<file path="src/rtl/mul8_digit_sched.sv">
// mul8_digit_sched: 8x8 multiplier that time-shares one external 2x2 core
// over 16 digit-product cycles, with an optional zero-operand shortcut.
module mul8_digit_sched #(
    parameter int ZERO_SKIP = 1
) (
    input  logic        clk,
    input  logic        rst_n,
    input  logic        in_valid,
    output logic        in_ready,
    input  logic [7:0]  in_a,
    input  logic [7:0]  in_b,
    output logic [1:0]  core_a,
    output logic [1:0]  core_b,
    input  logic [3:0]  core_p,
    output logic        out_valid,
    input  logic        out_ready,
    output logic [15:0] out_p,
    output logic        busy
);
    localparam logic [1:0] IDLE = 2'd0;
    localparam logic [1:0] RUN  = 2'd1;
    localparam logic [1:0] DONE = 2'd2;
    logic [1:0]  state;
    logic [7:0]  a;
    logic [7:0]  b;
    logic [15:0] acc;
    logic [3:0]  idx;
    logic [1:0]  i;
    logic [1:0]  j;
    logic [2:0]  sh;
    logic [15:0] term;
    assign i    = idx[3:2];
    assign j    = idx[1:0];
    assign sh   = {1'b0, i} + {1'b0, j};
    // digit weight is 4^(i+j), i.e. a left shift by 2*(i+j)
    assign term = {12'd0, core_p} << {sh, 1'b0};
    assign in_ready  = state == IDLE;
    assign busy      = state != IDLE;
    assign out_valid = state == DONE;
    assign out_p     = state == DONE ? acc : 16'd0;
    assign core_a    = state == RUN ? a[{i, 1'b0} +: 2] : 2'd0;
    assign core_b    = state == RUN ? b[{j, 1'b0} +: 2] : 2'd0;
    always_ff @(posedge clk or negedge rst_n) begin
        if (!rst_n) begin
            state <= IDLE;
            a     <= 8'd0;
            b     <= 8'd0;
            acc   <= 16'd0;
            idx   <= 4'd0;
        end else begin
            case (state)
                IDLE: if (in_valid) begin
                    a     <= in_a;
                    b     <= in_b;
                    acc   <= 16'd0;
                    idx   <= 4'd0;
                    state <= (ZERO_SKIP != 0 && (in_a == 8'd0 || in_b == 8'd0)) ? DONE : RUN;
                end
                RUN: begin
                    acc <= acc + term;
                    idx <= idx + 4'd1;
                    if (idx == 4'd15) state <= DONE;
                end
                DONE: if (out_ready) state <= IDLE;
                default: state <= IDLE;
            endcase
        end
    end
endmodule

</file>
<file path="config.mk">
export PLATFORM = sky130hd
export DESIGN_NAME = mul8_digit_sched
export DESIGN_NICKNAME = d
export VERILOG_FILES = /design/src/rtl/mul8_digit_sched.sv
export SDC_FILE = /design/constraint.sdc
export NUM_CORES = 1
export LEC_CHECK = 0
export ABC_AREA = 1
export ABC_CLOCK_PERIOD_IN_PS = 3400
export BUFFER_PORTS_ARGS = -buffer_cell sky130_fd_sc_hd__buf_2
export CORE_MARGIN = 10
export CORE_UTILIZATION = 35
export DETAILED_ROUTE_END_ITERATION = 10
export PLACE_DENSITY = 0.58
export SETUP_SLACK_MARGIN = 0.2
export SLEW_MARGIN = 40
export SYNTH_ARGS = -nofsm -noshare
export SYNTH_HDL_FRONTEND = slang
export SYNTH_SLANG_ARGS = --single-unit
</file>
<file path="constraint.sdc">
create_clock -name clk -period 3.4 [get_ports clk]
set_clock_uncertainty 0.2 [all_clocks]
set_input_delay 0.68 -clock clk [delete_from_list [all_inputs] [get_ports clk]]
set_output_delay 0.68 -clock clk [all_outputs]
set_load 0.05 [all_outputs]
</file>
Yosys cells after proc, flatten, opt, wreduce, memory -nomap -nowiden:

Index checks and enable logic that the tools add are counted.

* $add $sub $neg: 3
* reductions and logical operators: 9
* muxes and demuxes: 12
* eq/ne operators: 6
* shift-type cells: 3

Operator list (count)
* $mux 16: 2
* $pmux 16 s2: 1
* $add 16x16->16: 1
* $logic_not 8->1: 2
* $shiftx 8x4->2: 2
* $shl 4x4->16: 1
* $mux 2: 6
* $pmux 4 s2: 1
* $pmux 2 s3: 1
* $add 4x1->4 const B: 1
* $eq 4x4->1 const B: 1
* $mux 4: 1
* $ne 2x1->1 const B: 2
* $reduce_and 2->1: 2
* $reduce_bool 2->1: 2
* $add 2x2->3: 1
* $reduce_and 3->1: 1
* $eq 2x1->1 const B: 1
* $eq 2x2->1 const B: 1
* $logic_not 2->1: 1
* $ne 2x2->1 const B: 1
* $logic_or 1x1->1: 1

* logic and storage cells: 38
* register bits: 38
* bits of input ports: 24

Depth between registers and ports, before layout:

Gate-level depths: netlist of run 1.

* depth after elaboration: 5
* mapped depth: 17
* gate-level depth less buffers: 17

Least setup slack after synthesis of run 1:

Ideal clock, no wire load.

* path type: register to register
* start: register idx[0]
* end: register acc[12]
* period minus slack after synthesis: 2979 ps
* setup time: 117 ps
* slack: 421 ps
* cell stages (with the launch flop): 18
* arrival time: 2661 ps
* path through: dfrtp_1 -> ha_1 -> inv_1 -> fa_1 -> inv_1 -> nor3_1 -> inv_1 -> nor2_1 -> inv_1 -> fa_1 -> inv_1 -> nand3_1 -> nand3_1 -> nand3_1 -> nand3_1 -> nand2_1 -> nand3_1 -> nand2_1

* longest elaborated chain between the ends: 4

Ends and longest elaborated chain
* start: declaration: RTL line 27 `logic [3:0] idx;`
* start signal: assignment: RTL line 61 `idx <= idx + 4'd1;`
* $add 2x2->3: RTL line 34 `assign sh = {1'b0, i} + {1'b0, j};`
* $shl 4x4->16: RTL line 36 `assign term = {12'd0, core_p} << {sh, 1'b0};`
* $add 16x16->16: RTL line 60 `acc <= acc + term;`
* $pmux 16 s2: RTL line 51 `case (state)`
* end signal: assignment: RTL line 60
* end: declaration: RTL line 26 `logic [15:0] acc;`

Every way passes these cells.
A chain may end at the register's enable or synchronous reset.

Worst setup path after layout of run 1:

* start: register idx[0]
* end: register acc[15]

Same word-level chain as after synthesis.

==> out/qor.yml, run 1 <==
outcome:
  status: "complete, no violations"
sta:
  fin_ws_ns: 0.4035
  report.final.slew_viol_count: 0
  fmax_mhz: 333.7
  rsz0062_at_grt: "false"
  finalHoldViolations: 0
  final.setup.tns_ns: 0
  relSlewSlack: 0.6629
  fin_crit_ns: 2.997
  hold_slack_ns: 0.1499
  finalCritPeriodShare: 0.8813
  worst_pin_slew_ns: 0.5039
  setup-violations-final: 0
final_layout:
  drive_gt1_frac: 0.1845
  design_area_mm2: 0.003472
  area_delta_synth_final_pct: 18.19
  nets: 546
  fill_cells: 895
  antenna_cells: 0
worst_setup_path:
  cpLargestDelayFamily: "adder cells"
  max_stage_delay_ns: 0.49
  cpMostUsedCell: "nand2_1"
  crit_type: "flip-flop to flip-flop"
  cp_slowest_cell: "fa_2"
  worstPathMaxFanout: 8
  r2r_cells: 15
  cp.depth: 15
  r2r-start: "idx[0]"
  worst-endpoint-arrival_ns: 2.99
  required_ns: 3.39
  path_cells: "ha_1 -> inv_1 -> fa_2 -> inv_4 -> nor2_1 -> a31oi_2 -> nor2_1 -> ha_1 -> nand2_1 -> nor3_1 -> nand2_1 -> nand2_1 -> nand2_1 -> nand3_1 -> nand2_1"
  crit_buf_inv: 2
  worstSetupEndpointType: "flip-flop"
  crit_start: "idx[0]"
  start_kind: "flip-flop"
global_routing:
  antenna_found_initial: 0
  grt_pass1_wl_um: 12850
  grt.total_usage: 0.1219
  grt_pass1_vias: 2782
  grt_max_degree: 39
  globalRouteOverflowTotal: 0
placed_design:
  place_area_mm2: 0.003268
  portBuffers: 46
  routabilityCongestion: 0.8478
  place_hpwl_um: 6025
  dp_slack_ns: 0.1468
detailed_routing:
  ant_nets: 0
  dr.pass1.iters: 5
  via_count: 2833
  drc_errors: 0
  wl_per_cell_um: 12.77
  routed_via_density: 4.652
  wirelength_um: 7776
  initialDrtViolationCount: 93
logic_synthesis:
  synth-simple-area-share: 0.3305
  ys_seq_area_frac: 0.3237
  syn_area_mm2: 0.002938
  yosysTopAreaCell: "dfrtp_1"
  avgSynthCellArea_um2: 6.500
  yosys-top-cells-area: "dfrtp_1, nand2_1, inv_1"
  synth_top_cell_area_share: 0.3237
  ys_ff_latch: 38
  syn_nets: 495
  ys_warn_count: 0
  synth-xor-area-share: 0.005963
  netlist_instances: 452
  synth_top_family_by_area: "simple AND/OR/NAND/NOR gates"
  synth_compound_area_frac: 0.1201
  ys_types: 33
  synth_adder_area_share: 0.08603
  synth_mux_area_frac: 0.003407
power_and_ir_drop:
  power_density_mw_per_mm2: 1027
  p_leak_nw: 1.943
  vdd_drop_max_mv: 0.4515
  p_total_mw: 3.567
worst_hold_path:
  hold_class: "input port to async pin"
floorplan:
  num_rows: 33
  initial_core_util: 0.3594
  die_w_um: 111.6
  fp.dieArea_mm2: 0.01246
  core_area_mm2: 0.008175
  dieHeight_um: 111.6
  ios: 47
clocking:
  clockRootBuffer: "clkbuf_8"
  cts_tree: "yes"
  h-tree-depth: 2
  clock_sinks: 38
  postCtsHoldBufs: 0
  clockBufferDepth: 2
  path_clk_slew_ns: 0.08
  insertion_delay_ns: 0.30
  cts_made_buffers: 5
run:
  maxCapViolCount: 0
layout by cell type (no fill, tap or decap), types with 5 or more instances in the layout:
cell type / Yosys / routed
nand2_1: 118 / 118
inv_1: 83 / 82
nor2_1: 59 / 58
buf_2: 6 / 45
dfrtp_1: 38 / 38
o21ai_0: 34 / 34
nand3_1: 22 / 20
ha_1: 17 / 16
a21oi_1: 14 / 12
buf_4: 3 / 9
nand2_2: 7 / 7
o22ai_1: 6 / 6
nand4_1: 6 / 6
o21ai_1: 6 / 6
clkbuf_8: 0 / 5
kinds of logic (layout without fill, tap and decap cells):
logic type	after synthesis	after routing
buffers and inverters	97	149
AO/OA/AOI/OAI	66	66
XOR/XNOR	2	2
multiplexers	1	1
adder cells (fa/ha/maj)	19	19
AND/OR/NAND/NOR	229	229
flip-flops	38	38
power breakdown:
part	internal [mW]	leakage, nW	switching (mW)
Sequential	0.661	0.484	0.132
Combinational	0.801	1.41	1.57
Clock	0.219	0.0504	0.185
Yosys cell counts:
cell type	n
nor3_2	2
or2_2	1
clkbuf_1	1
a21boi_1	1
nand3_2	1
o31ai_1	1
xnor2_1	1
o21ai_1	6
inv_2	4
dfrtp_1	38
or2_1	2
o21ai_2	1
and2_1	1
ha_1	17
a31oi_1	2
nor2_2	2
nor2_1	59
nand2_1	118
nor3_1	5
buf_2	6
nand2_2	7
fa_1	2
a21oi_1	14
o21ai_0	34
xor2_1	1
buf_4	3
nand4_1	6
mux2i_1	1
o2111ai_1	1
inv_1	83
o22ai_1	6
nand3_1	22
nand3b_1	3
final timing paths:
check,end,slack [ns]
setup reg to reg,acc[15],0.40
setup / recovery,acc[15],0.40
min in group clk,b[1],0.29
max in group asynchronous,acc[10],2.50
hold / removal,acc[5],0.15
hold reg to reg,b[1],0.29
through the flow:
stage | util | std cells
after floorplan | - | 452
after global placement | 0.3994 | 596
after detailed placement | 0.3998 | 596
after CTS | 0.4146 | 605
after global routing | 0.4247 | 609
final | 0.4247 | 609
what timing repair did:
action | in CTS | in global routing
setup endpoints to repair | 2 | 12
gates resized for setup | 0 | 14
pin swaps | 0 | 3
buffers inserted | 1 | 4
layout make-up:
class                      instances  area, µm²  area share
clock buffer                       5      68.82     0.01982
sequential                        38      950.9      0.2739
inverter                          87      329.1     0.09477
timing repair buffer              54      292.8     0.08432
clock inverter                     3      45.04     0.01297
multi-input combinational        317       1654      0.4764
tap                              105      131.4     0.03784
sequential cells by signal, summed over array words and instances, names as in the netlist:
register / count
state: 2
acc: 16
b: 8
idx: 4
a: 8
routing by layer:
layer	wire, µm	track usage
met5	0	0
met4	63	0.02828
met3	349	0.03113
met2	3857	0.2220
met1	3506	0.1386
Note: power is estimated with default switching activity, not from simulation.
==> run 2, diff against run 1 <==
Settings changed: ABC_AREA 1 to 0.
==> run 2 against run 1 <==
Non-clock buffer count grew 27; design area grew 6.2%; global-route usage grew 1.6 points; first-iteration DRC count grew 17%; setup slack lost 0.36 ns; critical path depth shrank 1; worst hold slack gained 0.0078 ns; cell count shrank 23%; critical path type unchanged; critical endpoint is now acc[14]; largest power group unchanged; highest routed layer unchanged.
==> out/qor.yml, run 2 <==
logic_synthesis:
  synth_edf_count: 0
  syn_area_mm2: 0.002683
  yosysTopAreaCell: "dfrtp_1"
  synth_top_cell_area_share: 0.3545
  avgSynthCellArea_um2: 9.314
  ys_types: 48
  yosysMostFrequentCell: "dfrtp_1"
  yosys-top-cells-area: "dfrtp_1, ha_1, mux2_1"
  synth_mux_area_frac: 0.1119
  ys_ff_latch: 38
  synth-xor-area-share: 0.01959
  ys_seq_area_frac: 0.3545
  synth_common_cells: "dfrtp_1, nand2_1, and2_1"
  synth_flop_cell: "dfrtp_1"
  synth-simple-area-share: 0.2010
  ys_warn_count: 0
  synth_top_family_by_area: "simple AND/OR/NAND/NOR gates"
  synthArstFlopShare: 1.000
  synth_adder_area_share: 0.09422
  syn_nets: 331
  netlist_instances: 288
  synth_compound_area_frac: 0.1824
detailed_routing:
  initialDrtViolationCount: 109
  wl_per_cell_um: 17.29
  drc_errors: 0
  routed_via_density: 5.212
  ant_nets: 0
  dr.pass1.iters: 4
  via_count: 2429
  wirelength_um: 8057
placed_design:
  place_hpwl_um: 5749
  routabilityCongestion: 0.8436
  portBuffers: 46
  dp_slack_ns: -0.03510
sta:
  relSlewSlack: 0.5305
  report.final.slew_viol_count: 0
  worst_pin_slew_ns: 0.7028
  fmax_mhz: 298.0
  rsz0062_at_grt: "true"
  finalHoldViolations: 0
  fin_ws_ns: 0.04425
  fin_crit_ns: 3.356
  setup-violations-final: 0
  finalCritPeriodShare: 0.9870
worst_setup_path:
  worst-endpoint-arrival_ns: 3.39
  ff2ff_setup_slack_ns: 0.04
  max_stage_delay_ns: 0.63
  required_ns: 3.43
  start_kind: "flip-flop"
  crit_start: "idx[0]"
  cpLargestDelayFamily: "adder cells"
  worstPathMaxFanout: 5
  crit_type: "flip-flop to flip-flop"
  cp-endpoint: "acc[14]"
  worstSetupEndpointType: "flip-flop"
  cp.depth: 14
  r2r-start: "idx[0]"
  r2r_cells: 14
  cp_slowest_cell: "fa_2"
  path_cells: "ha_4 -> inv_2 -> fa_2 -> nand2_4 -> or2_4 -> buf_6 -> fa_2 -> nand2b_4 -> a21oi_4 -> o31a_1 -> buf_4 -> nand2_4 -> a211o_1 -> nand3_1"
  r2r-end: "acc[14]"
  crit_buf_inv: 3
final_layout:
  largest_register: "acc"
  area_delta_synth_final_pct: 37.50
  final_common_cell: "buf_2"
  nets: 409
  antenna_cells: 0
  fin_util: 0.5005
  drive_gt1_frac: 0.4087
  largest_reg_flops: 16
  final_cell_mix: "buf_2, dfrtp_1, buf_4"
  biggestRegsByFlops: "acc (16), a (8), b (8)"
clocking:
  clock_sinks: 38
  cts_tree: "yes"
  insertion_delay_ns: 0.29
  cts_made_buffers: 5
  path_clk_slew_ns: 0.08
  clockBufferDepth: 2
  postCtsHoldBufs: 0
  clockRootBuffer: "clkbuf_8"
  h-tree-depth: 2
power_and_ir_drop:
  p_total_mw: 3.274
  power_density_mw_per_mm2: 887.5
  vdd_drop_max_mv: 0.2908
  swShare: 0.4664
  p_int_mw: 1.747
  p_seq_frac: 0.242
  p_leak_nw: 1.660
  comb_power_share: 0.663
  p_sw_mw: 1.527
  power_frac_clock: 0.095
global_routing:
  globalRouteOverflowTotal: 0
  grt_pass1_vias: 2539
  grtUsageMet1: 0.1697
  grt.total_usage: 0.1376
  antenna_found_initial: 0
  grt.met3_usage: 0.02575
  grt_pass1_wl_um: 12900
  grt-busiest-layer: "met2"
  grt_max_degree: 39
  met2_usage: 0.2376
outcome:
  status: "complete, no violations"
floorplan:
  dieHeight_um: 107.5
  fp.dieArea_mm2: 0.01157
  core_area_mm2: 0.007370
  die_w_um: 107.5
  initial_core_util: 0.3640
  num_rows: 31
  ios: 47
run:
  maxCapViolCount: 0
worst_hold_path:
  hold_class: "input port to async pin"
run 2: worst min path at each step:
stage,start,endpoint,cells past startpoint
2_1_floorplan,rst_n,a[0],0
3_3_place_gp,b[2],b[2],1
3_5_place_dp,a[7],a[7],1
4_1_cts,rst_n,b[3],1
5_1_grt,rst_n,b[3],1
6_report,rst_n,b[3],1
run 2: stage by stage:
| step | TNS [ns] | cell area (µm²) | std cells | hold WS (ns) |
|---|---|---|---|---|
| 6_report | 0 | 3689 | 466 | 0.1576 |
| 5_1_grt | -0.3373 | 3689 | 466 | 0.1829 |
| 4_1_cts | 0 | 3497 | 463 | 0.1720 |
| 3_5_place_dp | -0.06740 | 3219 | 445 | 0.2810 |
| 3_3_place_gp | 0 | 3214 | 445 | 0.2713 |
| 2_1_floorplan | 0 | 2751 | 288 | 0.1844 |
run 2: kinds of logic after synthesis:
family                   Yosys count
XOR/XNOR                           6
AO/OA/AOI/OAI                     73
adder cells (fa/ha/maj)           19
buffers and inverters             24
flip-flops                        38
AND/OR/NAND/NOR                  105
multiplexers                      23
run 2: per-layer routing:
metal	part of all wire	vias up
met3	0.035	6
met1	0.44	1175
met5	0	-
met4	0.0099	0
met2	0.52	45
li1	-	1203
run 2: final cells by class:
cell class / count / area, µm²
clock buffers: 6 / 72.57
clock inverters: 2 / 10.01
fillers: 719 / 3681
inverters: 14 / 52.55
multi-input cells: 226 / 1973
flip-flops and latches: 38 / 953.4
well taps: 99 / 123.9
repair buffers: 81 / 503.0
run 2: power by group through the flow:
stage | combinational, mW | sequential, mW | clock [mW]
floorplan | 1.33 | 0.756 | 0
global placement | 1.76 | 0.779 | 0
detailed placement | 1.80 | 0.786 | 0
CTS | 1.97 | 0.784 | 0.323
global route | 2.36 | 0.817 | 0.340
finish | 2.17 | 0.792 | 0.311
run 2: timing repair:
action	CTS	global route
pin swaps	21	14
resized for setup	24	29
setup buffers	10	3
endpoints found under the setup margin	10	10
==> run 3, diff against run 2 <==
Settings changed: CORE_MARGIN 10 to not set.
==> run 3 against run 2 <==
Critical endpoint is now acc[15]; critical path type unchanged; non-clock buffer count down 2; cell count shrank 0.43%; register-to-register slack better by 0.06 ns; setup slack better by 0.058 ns; combinational power is 12% lower; via count fell by 1.2%; die area fell by 31%.
==> out/qor.yml, run 3 (synthesis results as in run 2) <==
detailed_routing:
  dr.pass1.iters: 5
  routed_via_density: 5.172
  initialDrtViolationCount: 114
  wl_per_cell_um: 14.69
  drc_errors: 0
  wirelength_um: 6818
  ant_nets: 0
  via_count: 2400
worst_hold_path:
  hold_class: "input port to async pin"
global_routing:
  globalRouteOverflowTotal: 0
  grt_pass1_vias: 2421
  antenna_found_initial: 0
  grt_max_degree: 39
  grt.total_usage: 0.1887
  grt_pass1_wl_um: 11450
worst_setup_path:
  cp_slowest_cell: "fa_2"
  worst-endpoint-arrival_ns: 3.33
  start_kind: "flip-flop"
  worstSetupEndpointType: "flip-flop"
  worstPathMaxFanout: 5
  cpMostUsedCell: "ha_4"
  crit_type: "flip-flop to flip-flop"
  required_ns: 3.43
  path_cells: "ha_4 -> inv_2 -> fa_2 -> buf_6 -> nand2b_4 -> nor2_2 -> ha_4 -> a21o_1 -> o21bai_1 -> a221o_1 -> a311o_1 -> o211ai_2 -> mux2i_1"
  max_stage_delay_ns: 0.57
clocking:
  cts_made_buffers: 5
  h-tree-depth: 2
  clock_sinks: 38
  path_clk_slew_ns: 0.08
  insertion_delay_ns: 0.30
  cts_tree: "yes"
  clockBufferDepth: 2
  clockRootBuffer: "clkbuf_8"
final_layout:
  drive_gt1_frac: 0.3534
  design_area_mm2: 0.003550
  fill_cells: 696
  antenna_cells: 0
  biggestRegsByFlops: "acc (16), a (8), b (8)"
  largest_reg_flops: 16
  fin_util: 0.4842
  area_delta_synth_final_pct: 32.32
  largest_register: "acc"
  final_common_cell: "buf_2"
  final_cell_mix: "buf_2, dfrtp_1, buf_4"
  nets: 407
floorplan:
  die_w_um: 89.55
  ios: 47
  initial_core_util: 0.3659
  fp.dieArea_mm2: 0.008018
  num_rows: 31
  core_area_mm2: 0.007331
  dieHeight_um: 89.55
sta:
  rsz0062_at_grt: "true"
  finalHoldViolations: 0
  relSlewSlack: 0.6621
  setup-violations-final: 0
  worst_pin_slew_ns: 0.5051
  fin_crit_ns: 3.298
  report.final.slew_viol_count: 0
  fmax_mhz: 303.3
  finalCritPeriodShare: 0.9699
power_and_ir_drop:
  vdd_drop_max_mv: 0.3280
  p_leak_nw: 1.677
  power_density_mw_per_mm2: 894.1
placed_design:
  portBuffers: 46
  routabilityCongestion: 0.8895
  place_hpwl_um: 4996
  place_area_mm2: 0.003204
run:
  maxCapViolCount: 0
outcome:
  status: "complete, no violations"
run 3: cell types whose count changed in the layout (fill, tap and decap cells not counted), moves of 2 or more:
cell	change
ha_1	+7
ha_4	-6
nor2_4	-3
a21oi_4	-2
bufinv_16	+2
clkinv_2	-2
nand2_4	-2
nor2_1	+2
nor2b_2	-2
run 3: worst paths after layout:
path | endpoint | startpoint | slack, ns | depth (start not counted)
max reg2reg | acc[15] | idx[2] | 0.10 | 13
max | acc[15] | idx[2] | 0.10 | 13
max in group asynchronous | idx[2] | rst_n | 2.49 | 1
min in group clk | acc[15] | acc[15] | 0.27 | 1
min reg2reg | acc[15] | acc[15] | 0.27 | 1
min | b[2] | rst_n | 0.14 | 1
run 3: layout make-up:
type | instances | area [µm²] | share of cell area
Clock inverter | 3 | 68.82 | 0.01939
Tap cell | 99 | 123.9 | 0.03490
Timing Repair Buffer | 79 | 484.2 | 0.1364
Multi-Input combinational cell | 226 | 1798 | 0.5065
Sequential cell | 38 | 953.4 | 0.2686
Inverter | 14 | 52.55 | 0.01480
Clock buffer | 5 | 68.82 | 0.01939
run 3: through the flow:
stage / setup TNS (ns) / hold slack [ns] / std cells / setup WS (ns) / power (mW)
floorplan: 0 / 0.1844 / 288 / 0.1631 / 2.081
global placement: -0.002752 / 0.2598 / 443 / -0.002752 / 2.505
detailed placement: -0.02074 / 0.2694 / 443 / -0.02074 / 2.531
CTS: 0 / 0.1593 / 460 / 0.1272 / 3.138
global route: -0.02183 / 0.1748 / 464 / -0.01744 / 3.419
finish: 0 / 0.1381 / 464 / 0.1024 / 3.174
run 3: per-layer routing:
layer / vias up / wire, µm / global-route usage
li1: 1196 / - / -
met1: 1156 / 3341 / 0.2500
met5: - / 0 / 0
met3: 5 / 231 / 0.03139
met4: 0 / 65 / 0.05916
met2: 43 / 3181 / 0.3140
run 3: timing repair:
| action | in CTS | in global routing |
|---|---|---|
| pin swaps | 12 | 6 |
| gates resized for setup | 15 | 8 |
| setup buffers | 9 | 4 |
| setup endpoints to repair | 8 | 9 |
| hold buffers | 0 | 0 |
run 3: power by group:
group | leakage (nW) | internal [mW] | total (mW) | switching (mW)
logic | 1.13 | 0.847 | 1.92 | 1.08
clock network | 0.0683 | 0.294 | 0.472 | 0.178
registers | 0.475 | 0.646 | 0.780 | 0.133
total | 1.68 | 1.79 | 3.17 | 1.39
run 3: worst max-delay path: cells and delay by family, from the launching register on:
family                     cells  cell delay, ns
AOI/OAI and AO/OA              5            1.14
adders and majority gates      3            0.94
DFF                            1            0.39
and+or+nand+nor                2            0.21
muxes                          1            0.19
buffers and inverters          2            0.17
